===== config.mk =====
export PLATFORM = sky130hd
export DESIGN_NAME = alu_seq
export DESIGN_NICKNAME = d
export VERILOG_FILES = /design/src/rtl/alu_seq.sv
export SDC_FILE = /design/constraint.sdc
export NUM_CORES = 1
export LEC_CHECK = 0
export ABC_AREA = 1
export BUFFER_PORTS_ARGS = -buffer_cell sky130_fd_sc_hd__buf_2
export CORE_ASPECT_RATIO = 0.7
export CORE_MARGIN = 2
export CORE_UTILIZATION = 64
export DETAILED_ROUTE_END_ITERATION = 10
export PLACE_DENSITY = 0.95
export SLEW_MARGIN = 20
export SYNTH_ARGS = -nofsm -noshare
export SYNTH_HDL_FRONTEND = slang
export SYNTH_SLANG_ARGS = --single-unit

===== constraint.sdc =====
create_clock -name CLK -period 4.65 [get_ports CLK]
set_input_delay 0.93 -clock CLK [delete_from_list [all_inputs] [get_ports CLK]]
set_output_delay 0.93 -clock CLK [all_outputs]
set_load 0.1 [all_outputs]

===== src/rtl/alu_seq.sv =====
// Registered ALU with a START/BUSY/DONE handshake, status flags and a
// multi-cycle shift-add multiplier producing a double-width product.
module alu_seq #(
  parameter int WIDTH = 8,
  parameter int CNT_W = 4
) (
  input  logic             CLK,
  input  logic             RST,
  input  logic             START,
  input  logic [WIDTH-1:0] A,
  input  logic [WIDTH-1:0] B,
  input  logic [5:0]       MODE,
  output logic             BUSY,
  output logic             DONE,
  output logic [WIDTH-1:0] RES,
  output logic [WIDTH-1:0] RES_HI,
  output logic             ZERO,
  output logic             CARRY,
  output logic             NEG,
  output logic             OVF,
  output logic             ERR
);

  typedef enum logic {
    S_IDLE,
    S_MUL
  } state_t;

  state_t           state;
  logic [WIDTH-1:0] mcand;
  logic [WIDTH-1:0] acc_hi;
  logic [WIDTH-1:0] acc_lo;
  logic [CNT_W-1:0] cnt;

  logic             mode_ok;
  logic [WIDTH-1:0] c_res;
  logic             c_carry;
  logic             c_ovf;
  logic [WIDTH:0]   sum_ext;
  logic [WIDTH:0]   sh_l;
  logic [WIDTH:0]   sh_r;

  logic [WIDTH:0]   m_sum;
  logic [WIDTH-1:0] m_hi;
  logic [WIDTH-1:0] m_lo;

  assign mode_ok = (MODE != 6'd0) &&
                   ((MODE & (MODE - 6'd1)) == 6'd0);

  // Shifts run one bit wider so the last bit out lands in the extra bit.
  always_comb begin
    c_res   = '0;
    c_carry = 1'b0;
    c_ovf   = 1'b0;
    sum_ext = '0;
    sh_l    = '0;
    sh_r    = '0;
    if (mode_ok) begin
      unique case (1'b1)
        MODE[5]: begin
          sum_ext = {1'b0, A} + {1'b0, B};
          c_res   = sum_ext[WIDTH-1:0];
          c_carry = sum_ext[WIDTH];
          c_ovf   = (A[WIDTH-1] == B[WIDTH-1]) &&
                    (c_res[WIDTH-1] != A[WIDTH-1]);
        end
        MODE[4]: begin
          sum_ext = {1'b0, A} - {1'b0, B};
          c_res   = sum_ext[WIDTH-1:0];
          c_carry = sum_ext[WIDTH];
          c_ovf   = (A[WIDTH-1] != B[WIDTH-1]) &&
                    (c_res[WIDTH-1] != A[WIDTH-1]);
        end
        MODE[3]: begin
          c_res = A ^ B;
        end
        MODE[2]: begin
          sh_l    = {1'b0, A} << B;
          c_res   = sh_l[WIDTH-1:0];
          c_carry = sh_l[WIDTH];
        end
        MODE[1]: begin
          sh_r    = {A, 1'b0} >> B;
          c_res   = sh_r[WIDTH:1];
          c_carry = sh_r[0];
        end
        MODE[0]: begin
        end
      endcase
    end
  end

  always_comb begin
    m_sum = {1'b0, acc_hi} +
            (acc_lo[0] ? {1'b0, mcand} : '0);
    m_hi  = m_sum[WIDTH:1];
    m_lo  = {m_sum[0], acc_lo[WIDTH-1:1]};
  end

  always_ff @(posedge CLK or posedge RST) begin
    if (RST) begin
      state  <= S_IDLE;
      mcand  <= '0;
      acc_hi <= '0;
      acc_lo <= '0;
      cnt    <= '0;
      BUSY   <= 1'b0;
      DONE   <= 1'b0;
      RES    <= '0;
      RES_HI <= '0;
      ZERO   <= 1'b0;
      CARRY  <= 1'b0;
      NEG    <= 1'b0;
      OVF    <= 1'b0;
      ERR    <= 1'b0;
    end else begin
      DONE <= 1'b0;
      unique case (state)
        S_IDLE: begin
          if (START) begin
            if (mode_ok && MODE[0]) begin
              mcand  <= A;
              acc_lo <= B;
              acc_hi <= '0;
              cnt    <= '0;
              BUSY   <= 1'b1;
              state  <= S_MUL;
            end else begin
              DONE   <= 1'b1;
              RES    <= c_res;
              RES_HI <= '0;
              ZERO   <= mode_ok && (c_res == '0);
              CARRY  <= c_carry;
              NEG    <= c_res[WIDTH-1];
              OVF    <= c_ovf;
              ERR    <= !mode_ok;
            end
          end
        end
        S_MUL: begin
          acc_hi <= m_hi;
          acc_lo <= m_lo;
          cnt    <= cnt + 1'b1;
          if (cnt == CNT_W'(WIDTH - 1)) begin
            BUSY   <= 1'b0;
            DONE   <= 1'b1;
            state  <= S_IDLE;
            RES    <= m_lo;
            RES_HI <= m_hi;
            ZERO   <= ({m_hi, m_lo} == '0);
            CARRY  <= (m_hi != '0);
            NEG    <= m_lo[WIDTH-1];
            OVF    <= 1'b0;
            ERR    <= 1'b0;
          end
        end
        default: state <= S_IDLE;
      endcase
    end
  end

endmodule


==> results of run 1 <==
Yosys cell counts (all sizes together):
library cell    n  area, sq um
a22o            2        17.52
nand2         173        651.9
a31o            1        8.760
o211ai          8        60.06
nand3          55        280.3
fa              3        60.06
ha             25        312.8
o22ai           3        18.77
a221oi          1        8.760
clkbuf          8        31.28
and2            2        12.51
nor3            5        25.02
nor2           50        219.0
buf            16        103.8
a21oi          35        178.9
nand3b          2        15.01
o21a            1        7.510
xnor2           4        35.03
xor2            4        35.03
o31ai          10        75.07
o21ai          28        147.6
a311oi          1        8.760
o21bai          1        7.510
clkinv          1        3.750
inv            64        247.7
mux2            7        78.83
nand4          29        196.4
dfrtp          51         1276
a21o            1        7.510
o221ai          2        17.52
a31oi           8        102.6
or2             1        6.260
state kept, by name (all words and copies together), names as in the netlist:
signal	cells
DONE	1
mcand	8
cnt	4
BUSY	1
ERR	1
OVF	1
acc_hi	8
CARRY	1
ZERO	1
acc_lo	8
RES_HI	8
NEG	1
state	1
RES	7
worst max-delay path by stage:
stage / from / endpoint
4_1_cts: B[2] / ZERO$_DFFE_PP0P_
3_5_place_dp: B[2] / ZERO$_DFFE_PP0P_
3_3_place_gp: B[2] / ZERO$_DFFE_PP0P_
2_1_floorplan: B[1] / ZERO$_DFFE_PP0P_
5_1_grt: B[2] / ZERO$_DFFE_PP0P_
6_report: B[2] / ZERO$_DFFE_PP0P_
through the flow:
stage | utilization (%) | cell area (sq um) | total power [mW] | worst slack (ns) | hold WS [ns]
global route | 72.27 | 4579 | 2.674 | 1.528 | 0.5274
detailed placement | 70.70 | 4479 | 2.251 | 1.508 | 0.4645
global placement | 70.70 | 4479 | 2.195 | 1.564 | 0.4582
finish | 72.27 | 4579 | 2.551 | 1.710 | 0.4860
CTS | 72.26 | 4578 | 2.519 | 1.829 | 0.4882
floorplan | - | 4258 | 1.956 | 1.968 | 0.4483
tightest hold or removal path: stages (launching register included):
cell                      delay [ns]
sky130_fd_sc_hd__dfrtp_1        0.35
sky130_fd_sc_hd__nand2_1        0.05
sky130_fd_sc_hd__o31ai_1        0.05
power by group through the flow:
stage	combinational [mW]	clock [mW]	sequential [mW]
5_1_grt	1.61	0.292	0.770
4_1_cts	1.50	0.272	0.744
3_5_place_dp	1.50	0	0.752
2_1_floorplan	0.696	0	1.26
6_report	1.52	0.276	0.751
3_3_place_gp	1.46	0	0.740
kinds of logic after synthesis:
group,synth area share [%]
AND/OR/NAND/NOR,33.03
multiplexers,1.851
buffers and inverters,9.080
XOR/XNOR,1.645
flip-flops,29.97
AO/OA/AOI/OAI,15.66
adder cells (fa/ha/maj),8.757
final cells by class:
cell class              instances  area, sq um  area share [%]
repair buffers                 48        242.7           5.301
multi-input cells             462         2595           56.67
inverters                      65        252.7           5.519
well taps                      91        113.9           2.486
clock buffers                   6        82.58           1.803
flip-flops and latches         51         1276           27.87
clock inverters                 2        16.27          0.3552
per-layer routing:
layer	wire length [um]	track usage [%]
met1	5727	53.25
met2	5476	54.89
met3	1725	10.79
met4	230	6.757
met5	0	0
==> results.md, run 1 <==
- The run finished with clean final reports.
- TritonCTS built the clock tree.
- After clock tree synthesis, the flow added hold-fix buffers numbering 0.
- The congestion estimate from routability-driven global placement came to 1.061.
- For this configuration, the core starts out at a cell density of 67.20%.
- Timing would allow up to 340.1 MHz.
- In this run the critical register-to-register path is captured at ZERO$_DFFE_PP0P_.
- The hold violation count in the final report is 0.
- The layout has 497 filler cells.
- The first-pass GRT wire length is 20.58 mm.
- The transition time at the pin with the least slew margin is 0.8496 ns.
- The worst setup path is launched from a primary input.
- The kind of cell adding the most delay to the critical path is compound AO/OA/AOI/OAI gates.
- The most numerous cell type found on the critical path is sky130_fd_sc_hd__nand3_1.
- Setup repair after global routing left no endpoint under its margin.
- The Yosys step of the flow raised 0 warnings.
- Traced cell by cell, the critical path runs through buf_2 -> inv_1 -> ha_1 -> inv_1 -> nand4_1 -> nand3_1 -> o21ai_0 -> nand3_1 -> o21ai_0 -> nand3_1 -> a21oi_2.
- The instance count along the most critical hold path is 2.
- For flop-to-flop paths, the worst setup slack is 1.86 ns.
- The clock drives 51 sinks.
- The placed wire-length estimate after detailed placement is 10.30 mm.
- The all-layer global routing usage is 36.63%.
- Leaving out fill and tap cells, the most frequent cell in the layout is sky130_fd_sc_hd__nand2_1.
- The initialized floorplan defines 24 standard-cell rows.
- The post-route non-filler standard cell count is 725.
- For this design, the slowest cell found on the critical path is sky130_fd_sc_hd__ha_1.
- Counting cells, the worst reg-to-reg path comes to 12.
- The number of buffers and inverters on the critical path is 3.
- The diode insertion count for antenna repair is 0.
- STA puts the critical path data arrival time at 3.20 ns.
- The setup-violating endpoint count in the final report is 0.
- The switching share of total power is 57.93%.
- The number of levels in the clock H-tree is 2.
- Max-cap violations in this run came to 0.
- The classification of the worst-slack hold path is reg2reg.
- The path type of the worst setup path is in2reg.
- In the final design database the tool counted 686 nets.
- In this run the standard cell core region covers 6336 sq um.
- The synthesized cell area is 4258 sq um.
- In the final timing run, aggregate negative setup slack is 0 ns.
- In the routed design, unresolved DRC markers number 0.
- After clock tree synthesis, the clock-pin slew on the worst setup and hold paths is 0.10 ns.
- The clock network burns 10.8% of the power.
- Dividing the synthesized area by the synthesized cell count gives 7.073 sq um.
- The share of cells above drive strength 1 is 14.20%.
- In this run the static leakage power is 2.417 nW.
- In this run the post-CTS setup repair buffer count came out at 0.
- The number of global-route vias before repair is 3976.
- The violation count after the first detailed-route iteration is 543.
- The gate count after technology mapping is 602.
- The area growth from synthesis to layout is 7.552%.
- The maximum count of clock buffers along a single path is 2.
- The peak ir drop on the vdd network is 0.0004312 V.
- The largest net degree at the start of global routing is 52.
- For this run, the slowest stage of the critical path takes 0.47 ns.
- The library cells used most frequently in the layout, excluding fill and tap cells, are sky130_fd_sc_hd__nand2_1, sky130_fd_sc_hd__inv_1, sky130_fd_sc_hd__nand3_1.
- The cell depth of the worst setup path is 11.
- The root buffer cell is sky130_fd_sc_hd__clkbuf_8.
- Synthesis inferred 51 register bits.
- For the worst-skew pair, the clock arrives at the later sink with an insertion delay of 0.32 ns.
- In this run, CTS created clock tree buffers numbering 5.
- The number of vias in the routed layout is 4544.
- The maximum fanout encountered on the critical timing path is 16.
- The share of total power dissipated in combinational logic is 59.8%.
- For the final database, setup skew stands at 0.01389 ns.
- The part of the cycle the worst path needs is 63.23%.
- The startpoint identified for the worst hold timing path is RES_HI[6]$_DFFE_PP0P_.
- The distinct cell type count after synthesis is 50.
- After detailed routing, the average wire length per cell comes to 18.15 um.
- The number of max-slew violations in the final report was 0.
- The path with the worst hold slack has its endpoint at RES_HI[6]$_DFFE_PP0P_.
- Once the clock tree was built, the resizer swapped 0 gates to a different size.
- The die is 72.24 um tall.
- In this run, placement finished with an instance count of 717.
- Counting every net in the synthesized netlist gives 655.
- The full die area is 7332 sq um.
- The first detailed-routing pass took 5 iterations.
- The initial antenna violation count is 0.
- Measured against its own limit, the worst slew margin works out to 43.29%.
- The width of the die is 101.5 um.
- The power dissipated by switching net loads is 1.478 mW.
- The required time at the worst-slack endpoint is 4.91 ns.
- The time the worst path needs with I/O delays and setup is 2.940 ns.
- The share of power burned in registers is 29.4%.
- The total power density per cell area is 557.1 nW/um^2.
- The total global routing overflow is 0.
- STA classifies the critical path endpoint as a flop.
- The origin of the critical flop-to-flop path is acc_lo[0]$_DFFE_PP0P_.
- The number of nets still failing antenna checks after routing is 0.
- Summed over all layers, the routed wires come to 13.16 mm.
- The count of pins on the block boundary is 48.
- Of the synthesized area, sequential elements account for 29.97%.
- In the routed layout, each cell is associated on average with a via count of 6.268.
- Internal power comes to 1.073 mW.
- The count of port buffers added during placement is 47.
(Power assumes the default switching activity.)
==> run 2: changes to the inputs <==
Settings changed: CORE_UTILIZATION 64 to 54, PLACE_DENSITY 0.95 to 0.87.
Clock period 4.65 ns to 2.5 ns, I/O delays scaled along.
==> run 2 against run 1 <==
Core utilization fell by 7.2 points. Via count grew 2.0%. First-iteration DRC count shrank 15%. Critical path depth is 5 higher. Final cell count increased by 8.3%. Worst setup slack worse by 1.6 ns. Final area is 10% higher.
==> results.md, run 2 (synthesis gave the netlist of run 1 again) <==
- The number of sinks driven by the clock tree is 51.
- The beginning of the critical path is B[4].
- After clock tree synthesis, the clock-pin slew on the worst setup and hold paths is 0.08 ns.
- The initial antenna violation count came to 0.
- In the layout the commonest cells are sky130_fd_sc_hd__nand2_1, sky130_fd_sc_hd__inv_1, sky130_fd_sc_hd__nand3_1.
- 48 I/O pins were placed.
- The placed wire-length estimate after detailed placement is 10.81 mm.
- Of the available clock period, the critical path in the final layout requires 93.78%.
- The switching share of total power is 55.46%.
- The core area is 7770 sq um.
- The cell leakage power is 2.684 nW.
- Across the run, the number of max-cap violations was 0.
- The design internal power is 2.285 mW.
- After detailed routing, the number of vias per cell comes to 5.907.
- The number of buffers inserted for hold repair after clock tree synthesis is 0.
- Final hold analysis gives a worst-case slack of 0.1954 ns.
- The total power density per cell area is 1014 nW/um^2.
- The filler cell count is 684.
- STA classifies the critical path endpoint as a flop.
- The violation count after the first detailed-route iteration is 464.
- The run finished with clean final reports.
- Buffers placed on the I/O ports in this run total 47.
- The worst setup path is launched from a primary input.
- The H-tree was split into 2 levels.
- The placed instance count is 776.
- For this run, the detailed router's first-pass iteration total came to 5.
- The root buffer cell is sky130_fd_sc_hd__clkbuf_16.
- The power dissipated by switching net loads is 2.845 mW.
- For met2 alone, demand over resource in global routing was 45.89%.
- Across all setup checks in the final design, the least slack found is 0.1555 ns.
- The achievable frequency is 426.5 MHz.
- In the global route stage, met1 resource usage came out at 50.13%.
- The arrival time reported for the critical path endpoint is 2.58 ns.
- No sink is reached through more buffers than the 2 on the longest clock path.
- In this run, the clock network consumes 14.3% of the power.
- The share of power burned in registers is 27.0%.
- The setup skew after layout is 0.01120 ns.
- The path type of the worst setup path is in2reg.
- In this run the remaining antenna-violating nets after routing total 0.
- Leaving out fill and tap cells, the most frequent cell in the layout is sky130_fd_sc_hd__nand2_1.
- The number of global-route vias before repair came to 4132.
- Once layout is complete, the utilization of the core stands at 65.10%.
- The setup-violating endpoint count in the final report is 0.
- The worst max-slew margin expressed relative to the limit is 64.55%.
- The number of standard-cell rows in the floorplan is 27.
- The all-layer global routing usage is 32.75%.
- The wire length per cell is 17.43 um.
- The required time at the worst-slack endpoint is 2.73 ns.
- The hold violation count in the final report is 0.
- The clock network latency to the later pin of the worst-skew pair is 0.31 ns.
- In this run the critical register-to-register path is launched from acc_lo[0]$_DFFE_PP0P_.
- After detailed routing, the total wire length is 13.68 mm.
- The repair_antennas step left the layout with diodes totalling 0.
- The die extent in y is 78.29 um.
- The met3 track demand over resource in global routing is 7.890%.
- The floorplan step defined a die boundary enclosing 8622 sq um.
- After the flow finishes, the layout carries non-filler instances totaling 785.
- TritonCTS built the clock tree.
- The peak ir drop on the vdd network is 0.0009896 V.
- The first-pass GRT wire length is 21.82 mm.
- Entering global routing, the biggest net connects 28 pins.
- Once the floorplan was initialized, standard cells occupied 54.80% of the core.
- Timing analysis after detailed placement gives a worst setup slack of -0.02677 ns.
- The time the worst path needs with I/O delays and setup is 2.344 ns.
- Relative to the synthesized area, the layout overhead comes to 18.81%.
- The final route contains 4637 vias.
- The share of total power dissipated in combinational logic is 58.6%.
- The maximum fanout encountered on the critical timing path is 8.
- The post-detailed-route DRC marker count is 0.
- The number of max-slew violations in the final report is 0.
- At the end of routability-driven placement, the weighted congestion stood at 0.9614.
- The transition time at the pin with the least slew margin is 0.5317 ns.
- The final layout contains 736 nets.
- Setup repair after global routing left no endpoint under its margin.
- In this run the horizontal extent of the chip is 110.1 um.
- For the final routed database, the setup TNS stands at 0 ns.
- The number of clock buffers added by TritonCTS is 5.
- The layer flagged by global routing as most heavily used is met1.
- After global routing the overflow that remains totals 0.
- Of the cells placed in the final design, the portion with a size suffix greater than 1 is 21.78%.
- The classification of the worst-slack hold path is in2async.
## run 2: final cells by class
class / instances / area, sq um / area share (%)
multi-input cells: 462 / 2623 / 51.84
flip-flops and latches: 51 / 1277 / 25.25
repair buffers: 98 / 628.1 / 12.42
inverters: 65 / 251.5 / 4.972
well taps: 101 / 126.4 / 2.498
clock buffers: 5 / 125.1 / 2.473
clock inverters: 3 / 27.53 / 0.5442
## run 2: final timing paths
check,end,slack [ns],cells past startpoint
worst min register to register,RES_HI[4]$_DFFE_PP0P_,0.49,2
worst max register to register,ZERO$_DFFE_PP0P_,0.21,12
min in group CLK,RES_HI[4]$_DFFE_PP0P_,0.49,2
worst min-delay path,acc_hi[3]$_DFFE_PP0P_,0.20,2
worst max-delay path,ZERO$_DFFE_PP0P_,0.16,16
max in group asynchronous,acc_lo[0]$_DFFE_PP0P_,1.68,3
## run 2: power groups by stage
| stage | combinational (mW) | clock, mW | sequential [mW] |
|---|---|---|---|
| final | 3.01 | 0.735 | 1.39 |
| after global routing | 3.21 | 0.767 | 1.44 |
| after global placement | 2.85 | 0 | 1.38 |
| after detailed placement | 2.92 | 0 | 1.40 |
| after floorplan | 1.29 | 0 | 2.34 |
| after CTS | 2.93 | 0.729 | 1.38 |
## run 2: metal layers
| layer | vias up | wire length [um] | share of wire (%) |
|---|---|---|---|
| met4 | 0 | 252 | 1.8 |
| met2 | 267 | 5705 | 42 |
| li1 | 2189 | - | - |
| met3 | 28 | 1537 | 11 |
| met5 | - | 0 | 0 |
| met1 | 2153 | 6189 | 45 |
## run 2: repair_timing
item                                    CTS  global route
endpoints found under the setup margin    0             2
resized for setup                         0            10
setup buffers                             0             1
## run 2: critical path, stage by stage
cell and delay (ns):
sky130_fd_sc_hd__buf_2 0.12, sky130_fd_sc_hd__inv_1 0.15, sky130_fd_sc_hd__ha_1 0.34, sky130_fd_sc_hd__nor2_1 0.22, sky130_fd_sc_hd__nand3_1 0.15, sky130_fd_sc_hd__nand3_1 0.11
sky130_fd_sc_hd__nand2_1 0.05, sky130_fd_sc_hd__nand3_1 0.07, sky130_fd_sc_hd__nand2_1 0.05, sky130_fd_sc_hd__nor2_1 0.22, sky130_fd_sc_hd__nand2_1 0.14, sky130_fd_sc_hd__nand2_1 0.08
sky130_fd_sc_hd__nand2_1 0.05, sky130_fd_sc_hd__nor2_1 0.10, sky130_fd_sc_hd__nand3_1 0.10, sky130_fd_sc_hd__a21oi_2 0.12
## run 2: stage by stage
stage / cell area, sq um / total power, mW
floorplan: 4258 / 3.638
global placement: 4872 / 4.233
detailed placement: 4872 / 4.311
CTS: 5025 / 5.042
global route: 5059 / 5.415
finish: 5059 / 5.130
